<file path="src/rtl/nibble_adder_pkg.sv">
// Shared types, constants and helpers for the nibble-serial adder.
// FSM state encoding, nibble width and the two's-complement overflow rule.
package nibble_adder_pkg;

    localparam int NIBBLE_W = 4;

    typedef enum logic [1:0] {
        IDLE = 2'd0,
        RUN  = 2'd1,
        DONE = 2'd2
    } state_t;

    // Overflow when both operands share a sign and the result sign differs.
    function automatic logic calc_ovf(input logic a_msb, input logic b_msb, input logic s_msb);
        return (a_msb == b_msb) && (s_msb != a_msb);
    endfunction

endpackage

</file>
<file path="src/rtl/nibble_cla.sv">
// Combinational 4-bit carry-lookahead adder; every carry is a flat
// generate/propagate expression so no carry ripples through another.
module nibble_cla
    import nibble_adder_pkg::*;
(
    input  logic [NIBBLE_W-1:0] a,
    input  logic [NIBBLE_W-1:0] b,
    input  logic                ci,
    output logic [NIBBLE_W-1:0] s,
    output logic                co
);

    logic [NIBBLE_W-1:0] g;
    logic [NIBBLE_W-1:0] p;
    logic [NIBBLE_W:0]   c;

    genvar gi;
    generate
        for (gi = 0; gi < NIBBLE_W; gi++) begin : g_bit
            assign g[gi] = a[gi] & b[gi];
            assign p[gi] = a[gi] ^ b[gi];
            assign s[gi] = p[gi] ^ c[gi];
        end
    endgenerate

    assign c[0] = ci;
    assign c[1] = g[0] | (p[0] & ci);
    assign c[2] = g[1] | (p[1] & g[0]) | (p[1] & p[0] & ci);
    assign c[3] = g[2] | (p[2] & g[1]) | (p[2] & p[1] & g[0]) | (p[2] & p[1] & p[0] & ci);
    assign c[4] = g[3] | (p[3] & g[2]) | (p[3] & p[2] & g[1]) | (p[3] & p[2] & p[1] & g[0])
                | (p[3] & p[2] & p[1] & p[0] & ci);
    assign co   = c[4];

endmodule

</file>
<file path="src/rtl/nibble_serial_adder.sv">
// WIDTH-bit adder that reuses one nibble CLA, least-significant nibble first.
// Define NIBBLE_SERIAL_ADDER_SUB_EN to add a 'sub' port for a-b.
module nibble_serial_adder
    import nibble_adder_pkg::*;
#(
    parameter int WIDTH = 16
) (
    input  logic             clk,
    input  logic             rst,
    input  logic             start,
    input  logic [WIDTH-1:0] a,
    input  logic [WIDTH-1:0] b,
    input  logic             cin,
`ifdef NIBBLE_SERIAL_ADDER_SUB_EN
    input  logic             sub,
`endif
    output logic             ready,
    output logic [WIDTH-1:0] sum,
    output logic             cout,
    output logic             ovf,
    output logic             done
);

    localparam int NIBBLES = WIDTH / NIBBLE_W;
    localparam int IDX_W   = (NIBBLES > 1) ? $clog2(NIBBLES) : 1;
    localparam logic [IDX_W-1:0] LAST_IDX = IDX_W'(NIBBLES - 1);

    state_t             state_reg, state_next;
    logic [IDX_W-1:0]   idx_reg, idx_next;
    logic [WIDTH-1:0]   a_sh_reg, a_sh_next;
    logic [WIDTH-1:0]   b_sh_reg, b_sh_next;
    logic [WIDTH-1:0]   work_reg, work_next;
    logic               carry_reg, carry_next;
    logic               a_msb_reg, a_msb_next;
    logic               b_msb_reg, b_msb_next;
    logic [WIDTH-1:0]   sum_reg, sum_next;
    logic               cout_reg, cout_next;
    logic               ovf_reg, ovf_next;

    logic               sub_eff;
    logic [WIDTH-1:0]   b_eff;
    logic               cin_eff;
    logic [NIBBLE_W-1:0] cla_s;
    logic               cla_co;
    logic [WIDTH-1:0]   work_shift;

`ifdef NIBBLE_SERIAL_ADDER_SUB_EN
    assign sub_eff = sub;
`else
    assign sub_eff = 1'b0;
`endif

    // Subtraction is a + ~b + 1, so the stored B and the initial carry change.
    assign b_eff   = sub_eff ? ~b : b;
    assign cin_eff = sub_eff ? 1'b1 : cin;

    nibble_cla u_cla (
        .a  (a_sh_reg[NIBBLE_W-1:0]),
        .b  (b_sh_reg[NIBBLE_W-1:0]),
        .ci (carry_reg),
        .s  (cla_s),
        .co (cla_co)
    );

    // New sum nibble enters at the top; after NIBBLES shifts the word is aligned.
    assign work_shift = WIDTH'({cla_s, work_reg} >> NIBBLE_W);

    always_comb begin
        state_next = state_reg;
        idx_next   = idx_reg;
        a_sh_next  = a_sh_reg;
        b_sh_next  = b_sh_reg;
        work_next  = work_reg;
        carry_next = carry_reg;
        a_msb_next = a_msb_reg;
        b_msb_next = b_msb_reg;
        sum_next   = sum_reg;
        cout_next  = cout_reg;
        ovf_next   = ovf_reg;

        case (state_reg)
            IDLE: begin
                if (start) begin
                    a_sh_next  = a;
                    b_sh_next  = b_eff;
                    carry_next = cin_eff;
                    a_msb_next = a[WIDTH-1];
                    b_msb_next = b_eff[WIDTH-1];
                    idx_next   = '0;
                    state_next = RUN;
                end
            end
            RUN: begin
                a_sh_next  = a_sh_reg >> NIBBLE_W;
                b_sh_next  = b_sh_reg >> NIBBLE_W;
                work_next  = work_shift;
                carry_next = cla_co;
                idx_next   = idx_reg + IDX_W'(1);
                if (idx_reg == LAST_IDX) begin
                    // Results load on the edge entering DONE so they line up with done.
                    sum_next   = work_shift;
                    cout_next  = cla_co;
                    ovf_next   = calc_ovf(a_msb_reg, b_msb_reg, work_shift[WIDTH-1]);
                    state_next = DONE;
                end
            end
            DONE: begin
                state_next = IDLE;
            end
            default: begin
                state_next = IDLE;
            end
        endcase
    end

    always_ff @(posedge clk) begin
        if (rst) begin
            state_reg <= IDLE;
            idx_reg   <= '0;
            a_sh_reg  <= '0;
            b_sh_reg  <= '0;
            work_reg  <= '0;
            carry_reg <= 1'b0;
            a_msb_reg <= 1'b0;
            b_msb_reg <= 1'b0;
            sum_reg   <= '0;
            cout_reg  <= 1'b0;
            ovf_reg   <= 1'b0;
        end else begin
            state_reg <= state_next;
            idx_reg   <= idx_next;
            a_sh_reg  <= a_sh_next;
            b_sh_reg  <= b_sh_next;
            work_reg  <= work_next;
            carry_reg <= carry_next;
            a_msb_reg <= a_msb_next;
            b_msb_reg <= b_msb_next;
            sum_reg   <= sum_next;
            cout_reg  <= cout_next;
            ovf_reg   <= ovf_next;
        end
    end

    assign ready = (state_reg == IDLE);
    assign done  = (state_reg == DONE);
    assign sum   = sum_reg;
    assign cout  = cout_reg;
    assign ovf   = ovf_reg;

endmodule

</file>
<file path="config.mk">
export PLATFORM = sky130hd
export DESIGN_NAME = nibble_serial_adder
export DESIGN_NICKNAME = d
export VERILOG_FILES = /design/src/rtl/nibble_adder_pkg.sv /design/src/rtl/nibble_cla.sv /design/src/rtl/nibble_serial_adder.sv
export SDC_FILE = /design/constraint.sdc
export NUM_CORES = 1
export LEC_CHECK = 0
export ABC_AREA = 1
export ABC_CLOCK_PERIOD_IN_PS = 1800
export CAP_MARGIN = 20
export CORE_MARGIN = 1
export CORE_UTILIZATION = 51
export DETAILED_ROUTE_END_ITERATION = 6
export MAX_ROUTING_LAYER = met4
export PLACE_DENSITY = 0.8
export REMOVE_ABC_BUFFERS = 1
export SYNTH_ARGS = -nofsm -noshare
export SYNTH_HDL_FRONTEND = slang
export SYNTH_SLANG_ARGS = --single-unit
</file>
<file path="constraint.sdc">
create_clock -name clk -period 1.8 [get_ports clk]
set_input_delay 0.36 -clock clk [delete_from_list [all_inputs] [get_ports clk]]
set_output_delay 0.36 -clock clk [all_outputs]
set_load 0.005 [all_outputs]
</file>
==> results_tabular.tex <==
\begin{tabular}{lr}
\hline
Metric & Value \\
\hline
\multicolumn{2}{l}{\textbf{Power}} \\
\quad Power spent charging and discharging nets & about 0.00093 W \\
\quad Worst supply voltage drop on vdd & approximately 730 uV \\
\quad Combinational power share & 0.139 \\
\quad Relative contribution of sequential cells to total power & 0.451 \\
\quad Internal power of the cells & 0.002816 W \\
\quad Fraction of power spent switching nets & 0.2490 \\
\quad Clock Power Share & 0.410 \\
\quad Post-layout power & 0.003749 W \\
\quad Static Leak & 1.549 nW \\
\quad Power density over the cells & 1000 mW/mm2 \\
\multicolumn{2}{l}{\textbf{Drt}} \\
\quad Number of iterations in the first detailed-routing pass & 6 \\
\quad DR vias/cell & 5.214 \\
\quad Number of DRC markers in iteration 0 & 152 \\
\quad DRT antenna net count & 0 \\
\quad Residual DRC & 2 \\
\quad Wirelength per Cell & about 12 um \\
\quad Detailed-route wire length & 6.052 mm \\
\quad Number of vias in the routed layout & 2,560 \\
\multicolumn{2}{l}{\textbf{Timing}} \\
\quad Final setup violation count & 0 \\
\quad Maximum operating frequency & between 500 and 600 MHz \\
\quad Final worst path period need & roughly 1.7 ns \\
\quad Setup repair after global routing missed its margin & false \\
\quad Slew Viols, Final & 0 \\
\quad Worst slew pin tran & roughly 0.38 ns \\
\quad Worst slew margin relative to its limit & 0.7466 \\
\quad Crit share post-route & 0.9647 \\
\quad Fin worst setup slack & 0.06358 ns \\
\quad Layout Skew & 0.005011 ns \\
\quad Sum of negative setup slack & 0 ns \\
\quad Count of final hold-check violations & 0 \\
\multicolumn{2}{l}{\textbf{Setup path}} \\
\quad Endpoint class of the critical path & output pin \\
\quad Maximum fanout along the worst path & 3 \\
\quad Number of buffers and inverters on the critical path & 1 \\
\quad Required time of the critical path & 1.44 ns \\
\quad R2R Path End & carry\_reg \\
\quad Critical path, cell by cell & nor2\_2, clkdlybuf4s50\_1 \\
\quad FF-to-FF path depth & 8 \\
\quad Largest stage delay on the critical path & 0.52 ns \\
\quad Critical path startpoint category & register \\
\quad Crit-path slowest cell & sky130\_fd\_sc\_hd\_\_clkdlybuf4s50\_1 \\
\quad Delay-heaviest family, CP & buffers and inverters \\
\quad Slack of the worst reg-to-reg path & 0.19 ns \\
\quad Worst setup path class & reg2out \\
\quad Start of the worst register-to-register path & a\_sh\_reg[2] \\
\quad WP data arrival & 1.38 ns \\
\multicolumn{2}{l}{\textbf{Synthesis}} \\
\quad Yosys top cell area share & 0.4742 \\
\quad Top post-synthesis cells by count & 71 x sky130\_fd\_sc\_hd\_\_nand2\_1, 69 x sky130\_fd\_sc\_hd\_\_dfxtp\_1, 44 x sky130\_fd\_sc\_hd\_\_o21ai\_1 \\
\quad Fraction of synthesized area in multiplexers & 0 \\
\quad Number of synthesized flops with an enable pin & 0 \\
\quad Average size of a mapped cell & between 8 and 9 um2 \\
\quad Synth Area in Compound Gates & 0.2088 \\
\quad Flip-flop and latch count after synthesis & 69 \\
\quad Total number of yosys warnings & 0 \\
\quad Count of unique library cells instantiated by Yosys & 35 \\
\quad Dominant cell by count in the synthesized netlist & sky130\_fd\_sc\_hd\_\_nand2\_1 \\
\quad Most area-consuming cells after synthesis & sky130\_fd\_sc\_hd\_\_dfxtp\_1 47\%, sky130\_fd\_sc\_hd\_\_nand2\_1 9.1\%, sky130\_fd\_sc\_hd\_\_o21ai\_1 7.6\% \\
\quad Xor/xnor cell area share of the yosys netlist & 0.006014 \\
\quad Main combinational cell family by area after synthesis & compound AO/OA/AOI/OAI gates \\
\quad Cell count after synthesis & between 300 and 400 \\
\quad Simple-gate portion of the synthesized area & 0.1989 \\
\quad Async set-reset flop share out of synthesis & 0 \\
\quad Cell accounting for the most synthesized area & sky130\_fd\_sc\_hd\_\_dfxtp\_1 \\
\quad Adder and majority cell fraction of the synthesized area & 0.02835 \\
\quad Netlist Area Pre-Place & 0.002913 mm2 \\
\quad Primary FF master, synth & sky130\_fd\_sc\_hd\_\_dfxtp\_1 \\
\quad Sequential share of the synthesized area & 0.4742 \\
\multicolumn{2}{l}{\textbf{Clocking}} \\
\quad Post-CTS clock slew at the launch and capture registers of the worst setup and hold paths & 0.07 ns \\
\quad Root buffer cell & sky130\_fd\_sc\_hd\_\_clkbuf\_8 \\
\quad CTS H-tree lvls & 3 \\
\quad Number of CTS-inserted buffers & 9 \\
\quad Hold\_buf cts & 0 \\
\quad TritonCTS clock tree & yes \\
\quad Latest clock arrival within the worst-skew pair & roughly 0.35 ns \\
\quad Clock sink count & 69 \\
\quad Maximum buffer depth of the clock tree & 2 \\
\multicolumn{2}{l}{\textbf{Outcome}} \\
\quad Violated checks & DRC \\
\quad Result of the run & finished, violations left \\
\multicolumn{2}{l}{\textbf{GRT}} \\
\quad Number of global-route vias before repair & about 2,500 \\
\quad Total Routing Usage GR & 0.2297 \\
\quad Pin count of the biggest net entering global routing & 38 \\
\quad Antenna violations before repair & 0 \\
\quad Sum of overflow across all layers after global routing & 0 \\
\quad Global-route wire length before repair & 10.55 mm \\
\multicolumn{2}{l}{\textbf{Floorplanning}} \\
\quad Die ar. & 0.006018 mm2 \\
\quad Vertical extent of the die & 77.58 um \\
\quad Starting Density & 0.5290 \\
\quad Area of the core region & 0.005507 mm2 \\
\quad Ports & 56 \\
\quad DIE WIDTH & 77.58 um \\
\quad Number of placement rows & 27 \\
\multicolumn{2}{l}{\textbf{Placement}} \\
\quad Number of port buffers & 55 \\
\quad Final weighted congestion of routability-driven global placement & 0.8371 \\
\quad Final HPWL DP & just under 4 mm \\
\quad Post-Place Worst Slack & $\sim$0.14 ns \\
\quad Total placed instance area & 0.003501 mm2 \\
\multicolumn{2}{l}{\textbf{Finish}} \\
\quad Share of layout cells above drive strength 1 & 0.1265 \\
\quad Area Growth Syn to Fin & 28.69\% \\
\quad Area of all placed cells without fillers & 0.003749 mm2 \\
\quad Count of inserted antenna diode cells & 0 \\
\quad Net total in the final layout & 456 \\
\multicolumn{2}{l}{\textbf{Flow run}} \\
\quad Count of maximum capacitance violations & 0 \\
\multicolumn{2}{l}{\textbf{Worst hold path}} \\
\quad Hold Path Cell Cnt & 2 \\
\quad Beginning of the worst hold path & a\_sh\_reg[5] \\
\quad End of the worst hold path & a\_sh\_reg[5] \\
\quad Class of the most critical hold timing path & reg2reg \\
\hline
\end{tabular}
[repair_timing]
action / 4_1_cts / 5_1_grt
hold endpoints to repair: 0 / 0
setup endpoints to repair: 0 / 1
resized for setup: 0 / 0
setup buffers: 0 / 0
[worst min-delay path, cell delays in order (launching register included)]
cell,delay [ns]
sky130_fd_sc_hd__dfxtp_1,0.31
sky130_fd_sc_hd__inv_1,0.06
sky130_fd_sc_hd__a21oi_2,0.04
[layer usage]
metal  track usage  part of all wire
met3       0.07059             0.055
met4       0.05094            0.0059
met5             -                 0
met1        0.2581              0.44
met2        0.3991              0.50
[cells by family after synthesis]
kind of cell             Yosys count
adder cells (fa/ha/maj)            6
AND/OR/NAND/NOR                  131
AO/OA/AOI/OAI                    104
XOR/XNOR                           2
buffers and inverters             50
flip-flops                        69
[cells in the final DEF, fill, tap and decap left out, types with 3 or more instances in the layout]
| cell | count |
|---|---|
| sky130_fd_sc_hd__ha_1 | 5 |
| sky130_fd_sc_hd__nand2_1 | 71 |
| sky130_fd_sc_hd__a31oi_1 | 20 |
| sky130_fd_sc_hd__buf_4 | 5 |
| sky130_fd_sc_hd__nand3_1 | 12 |
| sky130_fd_sc_hd__nor2_1 | 33 |
| sky130_fd_sc_hd__o21ai_0 | 9 |
| sky130_fd_sc_hd__a21oi_1 | 13 |
| sky130_fd_sc_hd__bufinv_16 | 3 |
| sky130_fd_sc_hd__nand2_4 | 3 |
| sky130_fd_sc_hd__clkdlybuf4s50_1 | 55 |
| sky130_fd_sc_hd__inv_1 | 23 |
| sky130_fd_sc_hd__inv_2 | 4 |
| sky130_fd_sc_hd__nand2_2 | 6 |
| sky130_fd_sc_hd__clkbuf_8 | 10 |
| sky130_fd_sc_hd__o21ai_1 | 44 |
| sky130_fd_sc_hd__a21oi_2 | 10 |
| sky130_fd_sc_hd__dfxtp_1 | 69 |
[layout make-up]
cell class | instances | area (um2)
Fill cell | 466 | 1758
Sequential cell | 69 | 1381
Clock buffer | 10 | 137.6
Multi-Input combinational cell | 243 | 1287
Tap cell | 72 | 90.09
Timing Repair Buffer | 62 | 628.1
Inverter | 29 | 113.9
Clock inverter | 6 | 110.1
[metrics by stage]
step	utilization	hold slack, ns	instances
final	0.6808	0.4574	491
after floorplan	-	0.4224	341
after global routing	0.6808	0.4763	491
after CTS	0.6808	0.4549	491
after global placement	0.6358	0.4429	475
after detailed placement	0.6358	0.4438	475
[power groups by stage]
stage | clock network [W] | registers (W) | logic [W]
floorplan | 0 | 0.00171 | 0.000322
global placement | 0 | 0.00172 | 0.000503
detailed placement | 0 | 0.00172 | 0.000517
CTS | 0.00157 | 0.00169 | 0.000522
global route | 0.00163 | 0.00170 | 0.000584
finish | 0.00154 | 0.00169 | 0.000520
[how the worst max path moves through the flow]
stage,cells past startpoint,from,to,slack [ns]
2_1_floorplan,6,state_reg[1],a_sh_reg[0],0.29
3_3_place_gp,6,start,a_sh_reg[7],0.16
3_5_place_dp,6,start,a_sh_reg[7],0.14
4_1_cts,2,state_reg[0],ready,0.03
5_1_grt,2,state_reg[0],ready,0.01
6_report,2,state_reg[0],ready,0.06
Note: power is estimated with default switching activity, not from simulation.
